### src/rtl/mips_mc_ctrl.sv
// Multi-cycle MIPS control unit: a Moore FSM that sequences fetch, decode and the
// per-opcode execute steps, driving datapath mux selects and write enables.
module mips_mc_ctrl (
    input  logic       clk,
    input  logic       rst,
    input  logic [5:0] opcode,
    input  logic       zero,
    input  logic       mem_ready,
    output logic       pc_we,
    output logic       ir_we,
    output logic       mem_re,
    output logic       mem_we,
    output logic       iord_sel,
    output logic       reg_we,
    output logic [1:0] regdst_sel,
    output logic [1:0] memtoreg_sel,
    output logic       alusrca_sel,
    output logic [1:0] alusrcb_sel,
    output logic [1:0] pcsrc_sel,
    output logic [1:0] alu_op,
    output logic       instr_done,
    output logic       illegal,
    output logic [3:0] state
);

    typedef enum logic [3:0] {
        S_FETCH  = 4'd0,
        S_DECODE = 4'd1,
        S_MEMADR = 4'd2,
        S_MEMRD  = 4'd3,
        S_MEMWB  = 4'd4,
        S_MEMWR  = 4'd5,
        S_EXEC   = 4'd6,
        S_ALUWB  = 4'd7,
        S_BRANCH = 4'd8,
        S_JUMP   = 4'd9,
        S_ADDIEX = 4'd10,
        S_ADDIWB = 4'd11,
        S_JAL    = 4'd12
    } state_t;

    localparam logic [5:0] OP_RTYPE = 6'b000000;
    localparam logic [5:0] OP_LW    = 6'b100011;
    localparam logic [5:0] OP_SW    = 6'b101011;
    localparam logic [5:0] OP_BEQ   = 6'b000100;
    localparam logic [5:0] OP_J     = 6'b000010;
    localparam logic [5:0] OP_JAL   = 6'b000011;
    localparam logic [5:0] OP_ADDI  = 6'b001000;

    state_t state_q, state_d;

    logic       pc_we_c, ir_we_c, mem_re_c, mem_we_c, iord_c, reg_we_c;
    logic [1:0] regdst_c, memtoreg_c, alusrcb_c, pcsrc_c, alu_op_c;
    logic       alusrca_c, done_c, illegal_c;

    always_ff @(posedge clk) begin
        if (rst) begin
            state_q <= S_FETCH;
        end else begin
            state_q <= state_d;
        end
    end

    always_comb begin
        state_d    = state_q;
        pc_we_c    = 1'b0;
        ir_we_c    = 1'b0;
        mem_re_c   = 1'b0;
        mem_we_c   = 1'b0;
        iord_c     = 1'b0;
        reg_we_c   = 1'b0;
        regdst_c   = 2'b00;
        memtoreg_c = 2'b00;
        alusrca_c  = 1'b0;
        alusrcb_c  = 2'b00;
        pcsrc_c    = 2'b00;
        alu_op_c   = 2'b00;
        done_c     = 1'b0;
        illegal_c  = 1'b0;

        case (state_q)
            S_FETCH: begin
                // PC+4 and IR load both commit only in the cycle memory completes
                mem_re_c  = 1'b1;
                alusrcb_c = 2'b01;
                pc_we_c   = mem_ready;
                ir_we_c   = mem_ready;
                if (mem_ready) state_d = S_DECODE;
            end
            S_DECODE: begin
                alusrcb_c = 2'b11;
                case (opcode)
                    OP_RTYPE:     state_d = S_EXEC;
                    OP_LW, OP_SW: state_d = S_MEMADR;
                    OP_BEQ:       state_d = S_BRANCH;
                    OP_J:         state_d = S_JUMP;
                    OP_JAL:       state_d = S_JAL;
                    OP_ADDI:      state_d = S_ADDIEX;
                    default: begin
                        state_d   = S_FETCH;
                        illegal_c = 1'b1;
                    end
                endcase
            end
            S_MEMADR: begin
                alusrca_c = 1'b1;
                alusrcb_c = 2'b10;
                state_d   = (opcode == OP_SW) ? S_MEMWR : S_MEMRD;
            end
            S_MEMRD: begin
                mem_re_c = 1'b1;
                iord_c   = 1'b1;
                if (mem_ready) state_d = S_MEMWB;
            end
            S_MEMWB: begin
                reg_we_c   = 1'b1;
                memtoreg_c = 2'b01;
                done_c     = 1'b1;
                state_d    = S_FETCH;
            end
            S_MEMWR: begin
                mem_we_c = 1'b1;
                iord_c   = 1'b1;
                done_c   = mem_ready;
                if (mem_ready) state_d = S_FETCH;
            end
            S_EXEC: begin
                alusrca_c = 1'b1;
                alu_op_c  = 2'b10;
                state_d   = S_ALUWB;
            end
            S_ALUWB: begin
                reg_we_c = 1'b1;
                regdst_c = 2'b01;
                done_c   = 1'b1;
                state_d  = S_FETCH;
            end
            S_BRANCH: begin
                alusrca_c = 1'b1;
                alu_op_c  = 2'b01;
                pcsrc_c   = 2'b01;
                pc_we_c   = zero;
                done_c    = 1'b1;
                state_d   = S_FETCH;
            end
            S_JUMP: begin
                pc_we_c = 1'b1;
                pcsrc_c = 2'b10;
                done_c  = 1'b1;
                state_d = S_FETCH;
            end
            S_ADDIEX: begin
                alusrca_c = 1'b1;
                alusrcb_c = 2'b10;
                state_d   = S_ADDIWB;
            end
            S_ADDIWB: begin
                reg_we_c = 1'b1;
                done_c   = 1'b1;
                state_d  = S_FETCH;
            end
            S_JAL: begin
                // link register takes the pre-update PC, which already holds PC+4
                reg_we_c   = 1'b1;
                regdst_c   = 2'b10;
                memtoreg_c = 2'b10;
                pc_we_c    = 1'b1;
                pcsrc_c    = 2'b10;
                done_c     = 1'b1;
                state_d    = S_FETCH;
            end
            default: state_d = S_FETCH;
        endcase
    end

    // Reset silences every output immediately, abandoning any memory access in flight
    always_comb begin
        pc_we        = !rst && pc_we_c;
        ir_we        = !rst && ir_we_c;
        mem_re       = !rst && mem_re_c;
        mem_we       = !rst && mem_we_c;
        iord_sel     = !rst && iord_c;
        reg_we       = !rst && reg_we_c;
        regdst_sel   = rst ? 2'b00 : regdst_c;
        memtoreg_sel = rst ? 2'b00 : memtoreg_c;
        alusrca_sel  = !rst && alusrca_c;
        alusrcb_sel  = rst ? 2'b00 : alusrcb_c;
        pcsrc_sel    = rst ? 2'b00 : pcsrc_c;
        alu_op       = rst ? 2'b00 : alu_op_c;
        instr_done   = !rst && done_c;
        illegal      = !rst && illegal_c;
        state        = rst ? 4'd0 : state_q;
    end

endmodule

### config.mk
export PLATFORM = sky130hd
export DESIGN_NAME = mips_mc_ctrl
export DESIGN_NICKNAME = d
export VERILOG_FILES = /design/src/rtl/mips_mc_ctrl.sv
export SDC_FILE = /design/constraint.sdc
export NUM_CORES = 1
export LEC_CHECK = 0
export ABC_AREA = 1
export BUFFER_PORTS_ARGS = -buffer_cell sky130_fd_sc_hd__buf_2
export CELL_PAD_IN_SITES_DETAIL_PLACEMENT = 0
export CELL_PAD_IN_SITES_GLOBAL_PLACEMENT = 1
export CORE_MARGIN = 2
export CORE_UTILIZATION = 26
export CTS_CLUSTER_SIZE = 28
export DETAILED_ROUTE_END_ITERATION = 7
export GPL_TIMING_DRIVEN = 0
export PLACE_DENSITY_LB_ADDON = 0.1
export SYNTH_ARGS = -nofsm -noshare
export SYNTH_HDL_FRONTEND = slang
export SYNTH_SLANG_ARGS = --single-unit
### constraint.sdc
create_clock -name clk -period 1.5 [get_ports clk]
set_input_delay 0.225 -clock clk [delete_from_list [all_inputs] [get_ports clk]]
set_output_delay 0.225 -clock clk [all_outputs]
set_load 0.02 [all_outputs]
==> results of run 1 <==
## power breakdown
| group | switching, mW | internal [mW] | total (mW) |
|---|---|---|---|
| Combinational | 0.181 | 0.135 | 0.316 |
| Clock | 0.0422 | 0.0894 | 0.132 |
| Sequential | 0.0174 | 0.112 | 0.130 |
## layer usage
metal | vias up | wire length, microns
met5 | - | 0
met4 | 0 | 36
met3 | 5 | 73
met2 | 21 | 1230
met1 | 473 | 1040
li1 | 507 | -
## cells in the mapped netlist (all sizes together) (2+ instances only)
| cell | count | area, sq um |
|---|---|---|
| a21oi | 4 | 20.0 |
| a31oi | 2 | 12.5 |
| clkbuf | 2 | 7.51 |
| dfxtp | 4 | 80.1 |
| inv | 19 | 71.3 |
| nand2 | 42 | 158 |
| nand3 | 11 | 55.1 |
| nor2 | 34 | 143 |
| nor3 | 2 | 15.0 |
| o21a | 2 | 15.0 |
| o21ai | 2 | 10.0 |
## metrics by stage
stage          hold WS, ps  area (sq um)  TNS [ps]
6_report               318          1170      -661
4_1_cts                304           997      -473
3_5_place_dp           560           823     -78.2
2_1_floorplan          383           628         0
3_3_place_gp           564           823      -106
5_1_grt                322          1170     -1820
## worst register-to-register path, stage by stage, from the launching register on
cell and delay [ps]:
dfxtp_4 360, nor2_2 270, nand2_1 180, nand2_1 90
nor2_1 50, nor2_2 200, nor2_2 60, nand2_1 60
nand2_1 50
## cell families (layout without fill, tap and decap cells)
group	Yosys count	in the layout
buffers and inverters	23	76
AOI/OAI and AO/OA	11	11
DFF	4	4
and+or+nand+nor	91	91
## worst paths after layout
kind               from          to  depth (start not counted)
min reg2reg  state_q[1]  state_q[1]                          4
max reg2reg  state_q[3]  state_q[0]                          8
max          state_q[3]     illegal                          8
min           mem_ready  state_q[1]                          4
## layout make-up
cell class                      instances  area share [%]
Buffer                                  3            1.39
Clock buffer                            3            1.93
Inverter                               20            7.27
Multi-Input combinational cell        102            48.7
Sequential cell                         4            8.13
Tap cell                               28            2.99
Timing Repair Buffer                   50            29.6
## repair_timing
item	4_1_cts	5_1_grt
pin swaps	5	8
setup buffers	9	11
endpoints found under the setup margin	15	16
gates resized for setup	33	32
==> summary.txt, run 1 <==
Layout
  • Top Registers: state_q (4)
  • Most frequent cells in the layout: 36 x nand2_1, 27 x buf_4, 22 x nor2_1
  • NumNets Final: 194
  • Layout cells sized above 1: 49.5%
  • Register bank with the most flops: state_q
  • Area grow syn2layout: 88.9%
  • Fill count: 233
  • Sequential cell area: 95.1 sq um
  • Finished Core Util: 52.4%
  • Ant. Diodes: 0
  • Max FFs per register: 4
  • Fin cells: 210
  • Area of the multi-input gates: 569 sq um
  • Commonest non-fill, non-tap cell in the layout: nand2_1

Setup path
  • CP startpoint kind: flop
  • Worst-path cell chain: inv_6, nand2_4, nor3_4, nand2_2, nor2_1, nand3b_1, nor2_2, buf_6
  • Slowest stage delay, CP: 360 ps
  • Worst EP arrival: 1410 ps
  • Crit path required time: 1270 ps
  • CP Buf/Inv Count: 2
  • Critical path type: reg2out
  • Critical path peak fanout: 4
  • CP top delay family: simple AND/OR/NAND/NOR gates
  • Reg2Reg Setup Slack: 80 ps
  • Crit-path slowest cell: dfxtp_4
  • Critical Path End Type: output pin

Synthesis
  • Number of synthesized flops with an enable pin: 0
  • Yosys reg bits: 4
  • Seq/Total Area, Yosys: 12.9%
  • Post-synthesis adder-cell area fraction: 0%
  • Cell variety after synth: 20
  • Synth Flop Type: dfxtp_1
  • Main combinational cell family by area after synthesis: simple AND/OR/NAND/NOR gates
  • Mapped Nets: 139
  • Synth Area in Simple Gates: 62.0%
  • Multiplexer share of the synthesized area: 0%
  • Synth Cell Area: 619 sq um
  • Post-synthesis instance total: 129
  • Post-synthesis compound-gate area fraction: 10.5%
  • Warnings from Yosys: 0
  • XOR/XNOR share of the synthesized area: 0%
  • Post-synth ARST share: 0%
  • Syn avg cell area: 4.80 sq um

Power and ir drop
  • Power Dens Cells: 494 mW/mm^2
  • Max VDD drop: 0.000356 V
  • Design Power: 578 uW
  • Leak: 0.630 nW

Route
  • First drt pass iteration count: 2
  • DR iter-0 viols: 8
  • Routed WL: 2390 microns
  • WL/cell: 11.4 microns
  • Remaining antenna violation count: 0
  • Vias: 1006
  • Via-to-Cell Ratio: 4.79
  • Residual DRC: 0

Die
  • Die area: 0.00279 sq mm
  • I/O pin cnt: 33
  • Core footprint: 0.00223 sq mm
  • Initial Util: 27.7%
  • Die height: 52.8 microns
  • Die width: 52.8 microns
  • # rows: 17

STA
  • Slew @ Worst Pin: 550 ps
  • Skew final: 3.96 ps
  • Tcrit/Tclk final: 109%
  • RSZ-0062 raised after global routing: yes
  • Slew Viols, Final: 0
  • Rel. slew slack: 63.3%
  • Hold Fails Final Rpt: 0
  • # setup viols final: 11
  • Tmin final: 1640 ps
  • Fmax: 611 MHz
  • Worst Setup Slack, final: -138 ps

Clock network
  • CTS root buffer: clkbuf_4
  • Sink Count: 4
  • # H-tree levels: 1
  • Hold Buf Count CTS: 0
  • CTS tree: yes
  • Clock-pin slew on the worst setup and hold paths: 40 ps
  • Number of buffers created by CTS: 3
  • Worst-case clock buffer depth: 2
  • Clk_lat worst skew: 230 ps

Global routing
  • Top Usage Layer GRT: met2
  • Vias in the first global route: 857
  • Antenna violations before repair: 0
  • Gr usage total: 17.0%
  • Global Route met3 Usage: 4.29%
  • Overflow left after global routing: 0
  • Met2 Usage GRT: 30.8%
  • Largest net degree at the start of global routing: 11
  • First-pass GRT wire length: 3510 microns
  • Met1 Track Usage GR: 18.9%

Worst hold path
  • Min-Delay Path Class: in2reg

Run status
  • Failing checks: setup timing
  • Status: complete, but fails checks

Placement
  • Placed Instances: 189
  • Port bufs: 32
  • Final HPWL from detailed placement: 1640 microns
  • RePlAce Congestion: 0.814
  • Pre-CTS setup slack: -44.7 ps

Run
  • Max cap viols: 0
Note: power is estimated with default switching activity, not from simulation.
==> run 2, diff against run 1 <==
SKIP_LAST_GASP = 1   (was not set)
==> summary.txt, run 2 (same netlist as run 1, synthesis figures left out) <==
Clock network
  • Clk_lat worst skew: 230 ps (about the same)
  • Worst-case clock buffer depth: 2 (unchanged)
  • Sink Count: 4 (unchanged)
  • Hold Buf Count CTS: 0 (unchanged)
  • CTS root buffer: clkbuf_4
  • CTS tree: yes
  • Clock-pin slew on the worst setup and hold paths: 40 ps (about the same)
  • Number of buffers created by CTS: 3 (unchanged)
  • # H-tree levels: 1 (unchanged)

Route
  • WL/cell: 10.7 microns (-5.7%)
  • Remaining antenna violation count: 0 (unchanged)
  • Via-to-Cell Ratio: 4.66 (-2.7%)
  • Vias: 960 (-4.6%)
  • Routed WL: 2210 microns (-7.5%)
  • DR iter-0 viols: 22 (+14)
  • Residual DRC: 0 (unchanged)
  • First drt pass iteration count: 4 (+2)

Placement
  • Placed Instances: 189 (unchanged)
  • Final HPWL from detailed placement: 1640 microns (unchanged)
  • RePlAce Congestion: 0.814 (unchanged)
  • Port bufs: 32 (unchanged)

Global routing
  • Vias in the first global route: 858 (+0.12%)
  • First-pass GRT wire length: 3520 microns (+0.20%)
  • Overflow left after global routing: 0 (unchanged)
  • Largest net degree at the start of global routing: 11 (unchanged)
  • Gr usage total: 17.0% (+0.059 points)
  • Antenna violations before repair: 0 (unchanged)

Die
  • Initial Util: 27.7% (unchanged)
  • I/O pin cnt: 33 (unchanged)
  • # rows: 17 (unchanged)
  • Die area: 0.00279 sq mm (unchanged)
  • Die height: 52.8 microns (unchanged)
  • Die width: 52.8 microns (unchanged)
  • Core footprint: 0.00223 sq mm (unchanged)

Setup path
  • Worst EP arrival: 1390 ps (-20 ps)
  • Critical path peak fanout: 4 (unchanged)
  • Critical Path End Type: output pin
  • Crit path required time: 1270 ps (about the same)
  • Slowest stage delay, CP: 370 ps (about the same)
  • CP Buf/Inv Count: 3 (+1)
  • CP startpoint kind: flop
  • CP top delay family: compound AO/OA/AOI/OAI gates
  • Worst-path cell chain: inv_6, nor2_4, inv_2, o21a_1, a31oi_1, buf_4
  • Critical path type: reg2out
  • Crit-path slowest cell: dfxtp_4

STA
  • Fmax: 621 MHz (+1.7%)
  • # setup viols final: 10 (-1)
  • TNS Setup: -492 ps (+169 ps)
  • Tmin final: 1610 ps (-26.9 ps)
  • Slew @ Worst Pin: 584 ps (+33.7 ps)
  • Rel. slew slack: 61.1% (-2.2 points)
  • Hold Fails Final Rpt: 0 (unchanged)
  • Tcrit/Tclk final: 107% (-1.8 points)
  • RSZ-0062 raised after global routing: yes
  • Slew Viols, Final: 0 (unchanged)
  • Skew final: 3.69 ps (-0.278 ps)
  • Worst Setup Slack, final: -111 ps (+26.9 ps)

Layout
  • Max FFs per register: 4 (unchanged)
  • Most frequent cells in the layout: 37 x nand2_1, 22 x nor2_1, 22 x buf_4
  • Commonest non-fill, non-tap cell in the layout: nand2_1
  • Top Registers: state_q (4)
  • Finished Core Util: 49.8% (-2.6 points)
  • Sequential cell area: 95.1 sq um (unchanged)
  • Register bank with the most flops: state_q
  • Area grow syn2layout: 79.6%
  • NumNets Final: 190 (-2.1%)
  • Fill count: 237 (+1.7%)
  • Layout cells sized above 1: 46.6% (-2.8 points)
  • Ant. Diodes: 0 (unchanged)
  • Fin cells: 206 (-1.9%)
  • Area of the multi-input gates: 552 sq um (-3.1%)

Power and ir drop
  • Power Dens Cells: 491 mW/mm^2 (-0.65%)
  • Max VDD drop: 0.000346 V (-3.0%)
  • Leak: 0.604 nW (-4.1%)

Run status
  • Failing checks: setup timing
  • Status: complete, but fails checks

Run
  • Max cap viols: 0 (unchanged)

Worst hold path
  • Min-Delay Path Class: in2reg
## run 2: cell count changes in the layout (fill, tap and decap cells not counted), sizes merged
cell	previous run	this run
buf	51	47
## run 2: path summary, 6_finish.rpt
path	start	endpoint	slack, ps	depth (start not counted)
max	state_q[3]	pc_we	-110	6
min	mem_ready	state_q[1]	310	4
max reg2reg	state_q[3]	state_q[0]	110	8
min reg2reg	state_q[0]	state_q[0]	600	4
## run 2: worst register-to-register path, cell delays in order, from the launching register on
cell and delay, ps:
dfxtp_4 360, nor2_2 260, nand2_1 180, nand2_1 90, nor2_1 40, nor2_2 190, nor2_2 60, nand2_1 60
nand2_1 50
## run 2: per-stage QoR
stage | hold WS (ps) | total power [mW] | cell area, sq um | setup WS [ps]
floorplan | 383 | 0.261 | 628 | 14.5
global placement | 564 | 0.330 | 823 | -54.8
detailed placement | 560 | 0.331 | 823 | -44.7
CTS | 304 | 0.498 | 995 | -88.3
global route | 326 | 0.595 | 1110 | -196
finish | 313 | 0.546 | 1110 | -111
## run 2: power breakdown
group / internal, mW / switching, mW
registers: 0.112 / 0.0184
logic: 0.117 / 0.167
clock network: 0.0893 / 0.0415
## run 2: area by class of cell
type                       count  share of cell area (%)
buffer                         3                    1.35
tap                           28                    3.15
sequential                     4                    8.55
clock buffer                   3                    2.02
timing repair buffer          46                    27.7
multi-input combinational    102                    49.6
inverter                      20                    7.65
## run 2: what timing repair did
item	CTS	global route
gates resized for setup	32	24
endpoints found under the setup margin	15	16
setup buffers	9	7
pin swaps	5	6
## run 2: metal layers
layer / part of all wire [%] / vias to the layer above / track usage [%] / wire length [microns]
met2: 53 / 17 / 30.8 / 1160
met3: 3.0 / 0 / 4.29 / 67
met5: 0 / - / 0 / 0
met1: 44 / 445 / 19.1 / 977
li1: - / 498 / - / -
met4: 0 / 0 / 5.56 / 0
==> run 3, diff against run 2 <==
ABC_AREA = not set   (was 1)
CORE_UTILIZATION = 30   (was 26)
==> summary.txt, run 3 <==
Route
  • Residual DRC: 0 (unchanged)
  • Routed WL: 2700 microns (+22%)
  • WL/cell: 14.4 microns (+34%)
  • DR iter-0 viols: 17 (-23%)
  • Via-to-Cell Ratio: 5.40 (+16%)
  • Vias: 1010 (+5.2%)
  • First drt pass iteration count: 4 (unchanged)
  • Remaining antenna violation count: 0 (unchanged)

Global routing
  • First-pass GRT wire length: 4090 microns (+16%)
  • Largest net degree at the start of global routing: 11 (unchanged)
  • Overflow left after global routing: 0 (unchanged)
  • Antenna violations before repair: 0 (unchanged)
  • Vias in the first global route: 894 (+4.2%)
  • Gr usage total: 19.8% (+2.8 points)

Layout
  • Area grow syn2layout: 103%
  • Top Registers: state_q (4)
  • Layout cells sized above 1: 62.9% (+16 points)
  • Most frequent cells in the layout: 31 x buf_4, 15 x buf_2, 8 x buf_6
  • Max FFs per register: 4 (unchanged)
  • Final Cell Area: 0.00142 sq mm (+27%)
  • Register bank with the most flops: state_q
  • Ant. Diodes: 0 (unchanged)
  • NumNets Final: 171 (-10%)
  • Commonest non-fill, non-tap cell in the layout: buf_4

Synthesis
  • Synth area leaders: dfxtp_1 11%, buf_2 6.5%, nor3_1 5.7%
  • Synth Cell Area: 698 sq um (+13%)
  • Post-synth ARST share: 0% (unchanged)
  • Post-synthesis instance total: 105 (-19%)
  • Most frequent cells after synthesis: 10 x nor2_1, 9 x buf_2, 8 x nor3_1, 6 x a21oi_1, 6 x nor4_1
  • Seq/Total Area, Yosys: 11.5% (-1.5 points)
  • Most frequent cell after synthesis: nor2_1
  • Yosys reg bits: 4 (unchanged)
  • Area share of the largest cell type after synthesis: 11.5% (-14 points)
  • Number of synthesized flops with an enable pin: 0 (unchanged)
  • Yosys top cell by area: dfxtp_1
  • Cell variety after synth: 35 (+75%)
  • Warnings from Yosys: 0 (unchanged)
  • Synth Flop Type: dfxtp_1
  • Mapped Nets: 115 (-17%)
  • Syn avg cell area: 6.65 sq um (+38%)

Clock network
  • CTS tree: yes
  • Sink Count: 4 (unchanged)
  • Hold Buf Count CTS: 0 (unchanged)
  • Number of buffers created by CTS: 3 (unchanged)
  • Worst-case clock buffer depth: 2 (unchanged)
  • Clk_lat worst skew: 230 ps (about the same)
  • # H-tree levels: 1 (unchanged)
  • CTS root buffer: clkbuf_4
  • Clock-pin slew on the worst setup and hold paths: 40 ps (about the same)

Worst hold path
  • Hold path endpoint: state_q[0]
  • Min-Delay Path Class: in2reg
  • Hold Path Depth: 3 (-1)
  • Worst hold start: mem_ready

STA
  • RSZ-0062 raised after global routing: yes
  • # setup viols final: 14 (+4)
  • Rel. slew slack: 77.1% (+16 points)
  • Tmin final: 1660 ps (+45.0 ps)
  • Slew @ Worst Pin: 341 ps (-243 ps)
  • Fmax: 604 MHz (-2.7%)
  • Hold Fails Final Rpt: 0 (unchanged)
  • Slew Viols, Final: 0 (unchanged)
  • TNS Setup: -1000 ps (-510 ps)
  • Tcrit/Tclk final: 110% (+3.0 points)
  • Worst Setup Slack, final: -156 ps (-45.0 ps)
  • Skew final: 3.16 ps (-0.531 ps)

Die
  • Die area: 0.00273 sq mm (-2.1%)
  • Initial Util: 31.6% (+3.8 points)
  • Core footprint: 0.00221 sq mm (-0.95%)
  • Die height: 52.2 microns (-1.1%)
  • I/O pin cnt: 33 (unchanged)
  • Die width: 52.2 microns (-1.1%)
  • # rows: 17 (unchanged)

Placement
  • Final HPWL from detailed placement: 1720 microns (+5.2%)
  • Placed instance area: 928 sq um (+13%)
  • Port bufs: 31 (-3.1%)
  • RePlAce Congestion: 0.819 (+0.52%)

Setup path
  • Reg2Reg Setup Slack: 150 ps (+40 ps)
  • Critical path type: reg2out
  • Critical Path End Type: output pin
  • Crit path required time: 1270 ps (about the same)
  • RR Endpoint: state_q[1]
  • Reg2Reg Depth: 6 (-2)
  • Critical path peak fanout: 6 (+2)
  • CP startpoint kind: flop
  • FF-to-FF Start: state_q[2]
  • Worst EP arrival: 1430 ps (+40 ps)

Run status
  • Status: complete, but fails checks
  • Failing checks: setup timing

Run
  • Max cap viols: 0 (unchanged)

Power and ir drop
  • Max VDD drop: 0.000254 V (-27%)
  • Power Dens Cells: 425 mW/mm^2 (-13%)
  • Leak: 0.654 nW (+8.1%)
## run 3: layout make-up
cell class              count  area [sq um]
flip-flops and latches      4          92.6
fillers                   221           797
clock buffers               3          22.5
plain buffers               9           100
inverters                   5          23.8
repair buffers             53           428
well taps                  28          35.0
multi-input cells          85           713
## run 3: cells by family (layout without fill, tap and decap cells)
kind of cell / after synthesis / in the layout / synth area share (%)
compound gates: 23 / 23 / 21.3
xor+xnor: 5 / 5 / 6.27
buf+inv: 16 / 70 / 10.8
flops: 4 / 4 / 11.5
mux: 2 / 2 / 2.87
simple gates: 55 / 55 / 47.3
## run 3: metal layers
layer / vias up / global-route usage [%] / wire (microns)
li1: 498 / - / -
met1: 467 / 25.1 / 1190
met2: 41 / 35.2 / 1320
met3: 4 / 3.14 / 158
met4: 0 / 4.27 / 35
met5: - / 0 / 0
## run 3: stage by stage
stage,total power [mW],hold slack [ps],setup slack (ps),util (%),cells
2_1_floorplan,0.267,491,-220,-,105
3_3_place_gp,0.335,724,-167,42.0,164
3_5_place_dp,0.335,727,-157,42.0,164
4_1_cts,0.551,484,-135,56.4,181
5_1_grt,0.636,500,-209,64.0,187
6_report,0.601,482,-156,64.0,187
## run 3: worst max-delay path by stage
stage / start / depth (start not counted) / endpoint / slack [ps]
after floorplan: state_q[0] / 5 / regdst_sel[1] / -220
after global placement: state_q[3] / 5 / regdst_sel[1] / -170
after detailed placement: rst / 6 / regdst_sel[1] / -160
after CTS: state_q[2] / 6 / pc_we / -140
after global routing: state_q[2] / 6 / regdst_sel[1] / -210
final: state_q[1] / 5 / illegal / -160
## run 3: where the power goes
| group | internal (mW) | total (mW) | switching [mW] |
|---|---|---|---|
| combinational | 0.179 | 0.351 | 0.173 |
| sequential | 0.110 | 0.120 | 0.00955 |
| clock | 0.0892 | 0.130 | 0.0409 |
## run 3: critical path: stages (launching register included)
cell,delay [ps]
dfxtp_4,360
buf_12,130
nor4_4,220
buf_4,160
and4b_1,190
buf_4,140
## run 3: timing repair
| action | CTS | global route |
|---|---|---|
| pin swaps | 9 | 8 |
| endpoints found under the setup margin | 20 | 21 |
| setup buffers | 15 | 6 |
| resized for setup | 53 | 29 |
| cloned | 0 | 1 |
